--- src/rtl/mem_access_pkg.sv ---
// Shared encodings and helpers for the memory access unit: transfer sizes,
// FSM states, timeout limit, alignment check, byte enables and store lane replication.
package mem_access_pkg;

  localparam logic [1:0] SIZE_B = 2'b00;
  localparam logic [1:0] SIZE_H = 2'b01;
  localparam logic [1:0] SIZE_W = 2'b10;

  typedef enum logic [1:0] {
    ST_IDLE   = 2'b00,
    ST_ACCESS = 2'b01,
    ST_RESP   = 2'b10
  } state_e;

  localparam logic [7:0] TIMEOUT_LIMIT = 8'd255;

  // Reserved size and misaligned half/word accesses are rejected before touching memory.
  function automatic logic is_illegal(input logic [1:0] size, input logic [1:0] off);
    logic bad;
    case (size)
      SIZE_B:  bad = 1'b0;
      SIZE_H:  bad = off[0];
      SIZE_W:  bad = (off != 2'b00);
      default: bad = 1'b1;
    endcase
    return bad;
  endfunction

  function automatic logic [3:0] byte_enables(input logic [1:0] size, input logic [1:0] off);
    logic [3:0] be;
    case (size)
      SIZE_B:  be = 4'b0001 << off;
      SIZE_H:  be = 4'b0011 << off;
      SIZE_W:  be = 4'b1111;
      default: be = 4'b0000;
    endcase
    return be;
  endfunction

  function automatic logic [31:0] lane_replicate(input logic [1:0] size, input logic [31:0] wdata);
    logic [31:0] rep;
    case (size)
      SIZE_B:  rep = {4{wdata[7:0]}};
      SIZE_H:  rep = {2{wdata[15:0]}};
      default: rep = wdata;
    endcase
    return rep;
  endfunction

endpackage

--- src/rtl/load_extend.sv ---
// Load data path: picks the addressed byte/half lane out of the read word and
// zero- or sign-extends it to 32 bits; words pass through unchanged.
module load_extend
  import mem_access_pkg::*;
(
  input  logic [31:0] rdata,
  input  logic [1:0]  off,
  input  logic [1:0]  size,
  input  logic        sign,
  output logic [31:0] data
);

  logic [7:0]  byte_s;
  logic [15:0] half_s;

  // Lane select followed by extension
  always_comb begin
    byte_s = 8'h00;
    half_s = off[1] ? rdata[31:16] : rdata[15:0];
    data   = 32'h0000_0000;
    case (off)
      2'b00:   byte_s = rdata[7:0];
      2'b01:   byte_s = rdata[15:8];
      2'b10:   byte_s = rdata[23:16];
      2'b11:   byte_s = rdata[31:24];
      default: byte_s = 8'h00;
    endcase
    case (size)
      SIZE_B:  data = {{24{sign & byte_s[7]}}, byte_s};
      SIZE_H:  data = {{16{sign & half_s[15]}}, half_s};
      SIZE_W:  data = rdata;
      default: data = 32'h0000_0000;
    endcase
  end

endmodule

--- src/rtl/mem_access_unit.sv ---
// Single-outstanding load/store unit bridging byte-addressed requests to a word memory.
// Optional MEM_ACCESS_TIMEOUT_EN aborts an unacknowledged access after 255 ACCESS cycles.
module mem_access_unit
  import mem_access_pkg::*;
(
  input  logic        clk,
  input  logic        reset,
  input  logic        req_valid,
  output logic        req_ready,
  input  logic        req_we,
  input  logic [1:0]  req_size,
  input  logic        req_sign,
  input  logic [31:0] req_addr,
  input  logic [31:0] req_wdata,
  output logic        mem_en,
  output logic        mem_we,
  output logic [31:0] mem_addr,
  output logic [3:0]  mem_be,
  output logic [31:0] mem_wdata,
  input  logic [31:0] mem_rdata,
  input  logic        mem_ack,
  output logic        rsp_valid,
  output logic [31:0] rsp_rdata,
  output logic        rsp_err
);

  state_e      state_r;
  state_e      state_next_s;
  logic        we_r;
  logic        sign_r;
  logic [1:0]  size_r;
  logic [1:0]  off_r;
  logic        err_r;
  logic [31:0] data_r;
  logic [31:0] load_data_s;
  logic        illegal_s;
  logic        abort_s;

  assign illegal_s = is_illegal(req_size, req_addr[1:0]);

`ifdef MEM_ACCESS_TIMEOUT_EN
  logic [7:0] tmo_cnt_r;

  // Counts unacknowledged ACCESS cycles; held at zero while idle so each access starts fresh
  always_ff @(posedge clk) begin
    if (reset) begin
      tmo_cnt_r <= 8'd0;
    end else if (state_r != ST_ACCESS) begin
      tmo_cnt_r <= 8'd0;
    end else if (!mem_ack) begin
      tmo_cnt_r <= tmo_cnt_r + 8'd1;
    end
  end

  assign abort_s = (state_r == ST_ACCESS) && !mem_ack && (tmo_cnt_r == TIMEOUT_LIMIT - 8'd1);
`else
  assign abort_s = 1'b0;
`endif

  load_extend u_load_extend (
    .rdata (mem_rdata),
    .off   (off_r),
    .size  (size_r),
    .sign  (sign_r),
    .data  (load_data_s)
  );

  // Next-state logic
  always_comb begin
    state_next_s = state_r;
    case (state_r)
      ST_IDLE:   state_next_s = req_valid ? (illegal_s ? ST_RESP : ST_ACCESS) : ST_IDLE;
      ST_ACCESS: state_next_s = (mem_ack || abort_s) ? ST_RESP : ST_ACCESS;
      ST_RESP:   state_next_s = ST_IDLE;
      default:   state_next_s = ST_IDLE;
    endcase
  end

  // State register, request latch, memory-side and response-side output registers
  always_ff @(posedge clk) begin
    if (reset) begin
      state_r   <= ST_IDLE;
      req_ready <= 1'b1;
      we_r      <= 1'b0;
      sign_r    <= 1'b0;
      size_r    <= SIZE_B;
      off_r     <= 2'b00;
      err_r     <= 1'b0;
      data_r    <= 32'h0000_0000;
      mem_en    <= 1'b0;
      mem_we    <= 1'b0;
      mem_addr  <= 32'h0000_0000;
      mem_be    <= 4'b0000;
      mem_wdata <= 32'h0000_0000;
      rsp_valid <= 1'b0;
      rsp_rdata <= 32'h0000_0000;
      rsp_err   <= 1'b0;
    end else begin
      state_r   <= state_next_s;
      req_ready <= (state_next_s == ST_IDLE);
      rsp_valid <= 1'b0;
      case (state_r)
        ST_IDLE: begin
          if (req_valid) begin
            we_r   <= req_we;
            sign_r <= req_sign;
            size_r <= req_size;
            off_r  <= req_addr[1:0];
            err_r  <= illegal_s;
            data_r <= 32'h0000_0000;
            if (!illegal_s) begin
              mem_en    <= 1'b1;
              mem_we    <= req_we;
              mem_addr  <= {req_addr[31:2], 2'b00};
              mem_be    <= byte_enables(req_size, req_addr[1:0]);
              mem_wdata <= lane_replicate(req_size, req_wdata);
            end
          end
        end
        ST_ACCESS: begin
          // A timeout abort completes like an ack but reports an error with no data
          if (mem_ack || abort_s) begin
            mem_en <= 1'b0;
            mem_we <= 1'b0;
            mem_be <= 4'b0000;
            err_r  <= !mem_ack;
            data_r <= (we_r || !mem_ack) ? 32'h0000_0000 : load_data_s;
          end
        end
        ST_RESP: begin
          rsp_valid <= 1'b1;
          rsp_err   <= err_r;
          rsp_rdata <= data_r;
        end
        default: begin
          mem_en <= 1'b0;
          mem_be <= 4'b0000;
        end
      endcase
    end
  end

endmodule

--- config.mk ---
export PLATFORM = sky130hd
export DESIGN_NAME = mem_access_unit
export DESIGN_NICKNAME = d
export VERILOG_FILES = /design/src/rtl/mem_access_pkg.sv /design/src/rtl/load_extend.sv /design/src/rtl/mem_access_unit.sv
export SDC_FILE = /design/constraint.sdc
export NUM_CORES = 1
export LEC_CHECK = 0
export CAP_MARGIN = 10
export CORE_MARGIN = 5
export CORE_UTILIZATION = 43
export CTS_CLUSTER_DIAMETER = 200
export DETAILED_ROUTE_END_ITERATION = 7
export GPL_TIMING_DRIVEN = 0
export PLACE_DENSITY = 0.77
export SYNTH_ARGS = -nofsm -noshare
export SYNTH_HDL_FRONTEND = slang
export SYNTH_HIERARCHICAL = 1
export SYNTH_SLANG_ARGS = --single-unit
export TNS_END_PERCENT = 100
--- constraint.sdc ---
create_clock -name clk -period 1.5 [get_ports clk]
set_input_delay 0.3 -clock clk [delete_from_list [all_inputs] [get_ports clk]]
set_output_delay 0.3 -clock clk [all_outputs]
set_load 0.02 [all_outputs]
# == Yosys cells after proc, flatten, opt, wreduce, memory -nomap -nowiden ==
# Cells that the tools add are included.
# word_totals
ff_bits,144
inputBits,104
output_inout_bits,105
wordCells,77
# classes
eq_ne,12
shifts,2
mux,29
bitwise_logic,4
reduce_logical,14
# op_table
op,count
32-bit case mux with 2 select lines,2
32-bit 2-to-1 mux,3
32-bit case mux with 3 select lines,1
8-bit case mux with 4 select lines,1
4-bit case mux with 3 select lines,2
16-bit 2-to-1 mux,1
4-bit 2-to-1 mux,3
"2-bit equality test, second input constant",5
2-bit zero test,5
"2-bit by 1-bit equality test with 1-bit output, second input constant",4
1-bit 2-to-1 mux,8
4-bit AND reduction,2
2-bit 2-to-1 mux,3
"2-bit inequality test, second input constant",3
1-bit case mux with 3 select lines,2
3-bit AND reduction,2
1-bit case mux with 2 select lines,2
2-bit case mux with 2 select lines,1
2-bit nonzero test,2
"1-bit by 2-bit << shifter with 4-bit output, first input constant",1
"2-bit by 2-bit << shifter with 4-bit output, first input constant",1
1-bit bitwise AND,2
1-bit inverter,2
2-bit AND reduction,1
2 further kinds,2

# == Depth between registers and ports, before layout ==
# logic_depth
depth_word,7
mapped_depth,8
depth_no_buf,5

# == Modules after synthesis ==
# Netlist, hierarchy kept.
# modules_own_cells
mod,instances,cells_per_inst,area_per_inst_um2,seq_area_each_um2
mem_access_unit,1,692,6075.8,2882.8
load_extend,1,124,965.9,0.0

# == Least setup slack after synthesis ==
# No wires, ideal clock.
# synth_path
kind,flip-flop to flip-flop
start,reg off_r[0]
end,reg data_r[1]
setup_ps,132
arrival_time_ps,1386
setup_slack_ps,-18
stages_incl_launch_ff,8
path_buffers,2
period_less_slack_ps,1518
cell_sequence,dfxtp_1 buf_6 buf_2 mux2i_1 o22ai_1 a221o_2 nand2_1 a21oi_1
# synth_between
elab_chain_len,6
# synth_rtl
element,line,source
from (decl),mem_access_unit.sv:32,logic [1:0] off_r;
from (signal assigned),mem_access_unit.sv:108,off_r <= req_addr[1:0];
2-bit equality test (tied with other cells),load_extend.sv:21,case (off)
8-bit case mux with 4 select lines *,load_extend.sv:21,
32-bit case mux with 3 select lines *,load_extend.sv:28,case (size)
named net load_data_s[1],mem_access_unit.sv:35,logic [31:0] load_data_s;
32-bit 2-to-1 mux *,mem_access_unit.sv:127,data_r <= (we_r || !mem_ack) ? 32'h0000_0000 : load_data_s;
32-bit 2-to-1 mux *,mem_access_unit.sv:122,if (mem_ack || abort_s) begin
32-bit case mux with 2 select lines *,mem_access_unit.sv:102,case (state_r)
to (signal assigned),mem_access_unit.sv:127,
to (decl),mem_access_unit.sv:34,logic [31:0] data_r;
# Mark *: on every way through the listed nets, which the timed path passes. The rest lies on a longest branch. The select of a mux whose other input is x is not followed.
# A chain may end at the register's enable or synchronous reset.

# == Final worst setup path ==
# layout_path
start,reg off_r[0]
end,reg data_r[27]
# layout_between
elab_chain_len,7
# layout_rtl
element,line,source
2-bit equality test (tied with other cells),load_extend.sv:21,
8-bit case mux with 4 select lines *,load_extend.sv:21,
1-bit bitwise AND *,load_extend.sv:29,"SIZE_B: data = {{24{sign & byte_s[7]}}, byte_s};"
32-bit case mux with 3 select lines *,load_extend.sv:28,
named net load_data_s[27],mem_access_unit.sv:35,
32-bit 2-to-1 mux *,mem_access_unit.sv:127,
32-bit 2-to-1 mux *,mem_access_unit.sv:122,
32-bit case mux with 2 select lines *,mem_access_unit.sv:102,
# Marks and branches as above.

==> impl_metrics.py <==
metrics = {
    "setup_path": {
        "worst_r2r_startpoint": "off_r[0]",
        "crit_path_start_kind": "flop",
        "worst_path_arrival_time_ns": 1.96,
        "reg2reg_slack_ns": -0.18,
        "endpoint_kind": "flop",
        "setup.worst_path.class": "flop to flop",
        "worst_ep_required_time_ns": 1.78,
        "reg2regPathDepth": 7,
        "worstPathMaxFanout": 5,
        "r2r_end": "data_r[27]",
    },
    "timing": {
        "finalWorstSetupSlack_ns": -0.1760,
        "final.period_utilization_pct": 111.7,
        "timing_hold_violations_final": 0,
        "max_slew_margin_pct": 50.16,
        "final_skew_ns": 0.009464,
        "setup-violations-final": 32,
        "setup-tns-final_ns": -4.095,
        "report.final.slew_viol_count": 0,
        "achievable-frequency_mhz": 596.7,
        "rsz0062_at_grt": "yes",
        "final.min_clock_period_ns": 1.676,
        "fin_hold_ws_ns": 0.1727,
        "timing_worst_slew_pin_value_ns": 0.7476,
    },
    "die": {
        "floorplan.die.width_um": 138.0,
        "floorplan.die.height_um": 138.0,
        "rows": 46,
        "design.portCount": 209,
        "initial_utilization_pct": 44.01,
        "floorplan.die_area_um2": 19040,
        "coreArea_um2": 16000,
    },
    "placed_design": {
        "total_cell_area_at_the_placement_stage_um2": 9360,
        "dp_hpwl_um": 16650,
        "place.gp.congestion": 0.9445,
        "io_buffer_count": 204,
    },
    "layout": {
        "area.sequential_um2": 2893,
        "final_cell_area_um2": 10460,
        "final_common_cell": "nand2_1",
        "multi_input_comb_area_um2": 3915,
        "layout.cells.most_common_list": "200 x nand2_1, 140 x dfxtp_1, 105 x dlygate4sd2_1",
        "flow.area_growth_from_synthesis_pct": 48.60,
        "number_of_fill_cells_in_the_layout": 1362,
        "finish.net_count": 1165,
        "drive_gt1_share_pct": 18.45,
    },
    "logic_synthesis": {
        "syn-mean-instance-area_um2": 8.630,
        "synthDominantAreaCellType": "dfxtp_1",
        "ys.warnings.count": 6,
        "synth_largest_type_area_fraction_pct": 40.94,
        "async_reset_ff_share_pct": 0,
        "synth-seq-cells": 144,
        "post_synth_instance_area_um2": 7042,
        "synth_ff_type": "dfxtp_1",
        "count_of_flip_flops_with_a_built_in_enable_after_synthesis": 0,
        "post_synth_num_cell_types": 51,
        "seq_total_area_yosys_pct": 40.94,
        "synthesized_netlist_cell_count": 816,
        "top_post_synthesis_cells_by_area": "dfxtp_1 41%, nand2_1 11%, mux2i_1 11%, a21oi_1 5.2%, mux2_2 4.0%",
    },
    "pwr": {
        "comb_power_share_pct": 19.9,
        "power_density_nw_per_um2": 1004,
        "worst_ir_drop_vdd_mv": 0.8821,
        "sequentialPowerShare_pct": 38.7,
        "leakagePower_nw": 4.436,
        "switching_share_pct": 26.85,
        "net_sw_power_mw": 2.822,
        "clkPwrFrac_pct": 41.3,
        "p_int_mw": 7.688,
    },
    "clock_tree": {
        "cts-buffers-inserted": 17,
        "tritoncts": "done",
        "cts_hold_buffers": 0,
        "clk_root_buffer_cell": "clkbuf_16",
        "path_clk_slew_ns": 0.06,
        "clkLatencyLatePin_ns": 0.43,
        "clockBufferDepth": 2,
        "h-tree-depth": 4,
        "clkSinkCount": 144,
    },
    "drt": {
        "drt-total-wl_um": 23590,
        "drt-pass1-iter-count": 5,
        "vias_per_std_cell": 5.470,
        "drt-initial-drc-count": 572,
        "drc": 0,
        "via_count": 7062,
        "wire_per_inst_um": 18.27,
        "remaining_antenna_violation_count_after_routing": 0,
    },
    "grt": {
        "globalRouteOverflowTotal": 0,
        "initial_antenna_violation_count": 2,
        "grt_pass1_vias": 6811,
        "grt_first_pass_wirelength_um": 35710,
        "global_route.usage.total_pct": 24.08,
        "pin_count_of_the_biggest_net_entering_global_routing": 17,
    },
    "run_status": {
        "violations": "setup timing",
        "status": "complete, but fails checks",
    },
    "worst_hold_path": {
        "hold_path_class": "input pin to flop",
        "timing.hold.worst.start": "req_addr[0]",
        "min_to": "off_r[0]",
        "worst_hold_path_depth": 3,
    },
    "run": {
        "maxCapViolCount": 0,
    },
}
==> cell type report <==
type / count / share of cell area [%]
inverters: 3 / 0.1076
plain buffers: 76 / 5.070
flip-flops and latches: 144 / 27.65
well taps: 216 / 2.583
clock buffers: 23 / 4.855
clock inverters: 8 / 0.9685
diodes: 2 / 0.04783
repair buffers: 232 / 21.31
multi-input cells: 587 / 37.41
==> power by group through the flow <==
stage | sequential [mW] | clock, mW | combinational [mW]
after floorplan | 4.30 | 0 | 0.917
after global placement | 4.15 | 0 | 1.89
after detailed placement | 4.15 | 0 | 1.89
after CTS | 4.07 | 4.41 | 1.95
after global routing | 4.09 | 4.57 | 2.22
final | 4.07 | 4.34 | 2.10
==> synth_stat cells (3+ instances only) <==
master     instances
a21oi_1           73
a221o_1            4
a221o_2            3
a22oi_1            9
buf_12             4
buf_2             18
buf_4              3
buf_6             10
clkbuf_1          45
dfxtp_1          144
mux2_2            25
mux2i_1           75
nand2_1          201
nand2b_1          21
nor2_1             8
nor2b_1            5
o2111ai_1          9
o211a_1           16
o211ai_1          36
o21ai_0           50
o21ai_1            3
o22ai_1            7
o32a_1             3
or3b_2             9
or4_1              3
==> logic make-up (layout without fill, tap and decap cells) <==
kind of cell           count (synthesis)  in the layout  synth area share, %
AOI/OAI and AO/OA                    222            222                20.52
buffers and inverters                 86            342                7.072
DFF                                  144            144                40.94
muxes                                101            101                14.87
other                                  1              4              0.05325
and+or+nand+nor                      262            262                16.54
==> critical path, stage by stage (launching register included) <==
cell and delay, ns:
dfxtp_2 0.33, buf_6 0.12, mux2_4 0.32, a22oi_4 0.33, buf_6 0.17, o211ai_1 0.09
nand2_1 0.11, a21oi_1 0.06
==> through the flow <==
| step | worst slack, ns | util [%] | instances | power [mW] |
|---|---|---|---|---|
| 2_1_floorplan | 0.03282 | - | 817 | 5.213 |
| 3_3_place_gp | -0.6928 | 58.50 | 1237 | 6.037 |
| 3_5_place_dp | -0.7136 | 58.50 | 1237 | 6.046 |
| 4_1_cts | -0.1175 | 63.70 | 1284 | 10.43 |
| 5_1_grt | -0.2558 | 65.40 | 1291 | 10.87 |
| 6_report | -0.1760 | 65.40 | 1291 | 10.51 |
==> timing repair <==
action | 4_1_cts | 5_1_grt
gates cloned | 4 | 3
gates resized for setup | 174 | 61
pin swaps | 32 | 22
setup endpoints to repair | 242 | 131
setup buffers | 18 | 6
==> state kept, by name, summed over array words and instances (netlist names) <==
signal and count:
data_r 32, sign_r 1, req_ready 1, mem_addr 30, off_r 2, mem_wdata 32
rsp_err 1, err_r 1, mem_be 4, we_r 1, mem_en 1, rsp_valid 1
mem_we 1, rsp_rdata 32, state_r 2, size_r 2
==> routing by layer <==
metal	up-vias	GRT usage (%)	share of wire, %
met5	-	0	0
met3	56	5.116	6.4
met1	3336	30.43	42
met2	287	40.08	49
li1	3383	-	-
met4	0	9.715	3.0
==> worst max path at each step <==
stage / slack, ns / start / end
after floorplan: 0.03 / off_r[0] / data_r[18]
after global placement: -0.69 / req_valid / mem_wdata[11]
after detailed placement: -0.71 / req_valid / mem_wdata[4]
after CTS: -0.12 / off_r[0] / data_r[27]
after global routing: -0.26 / off_r[0] / data_r[17]
final: -0.18 / off_r[0] / data_r[27]
(Power assumes the default switching activity.)
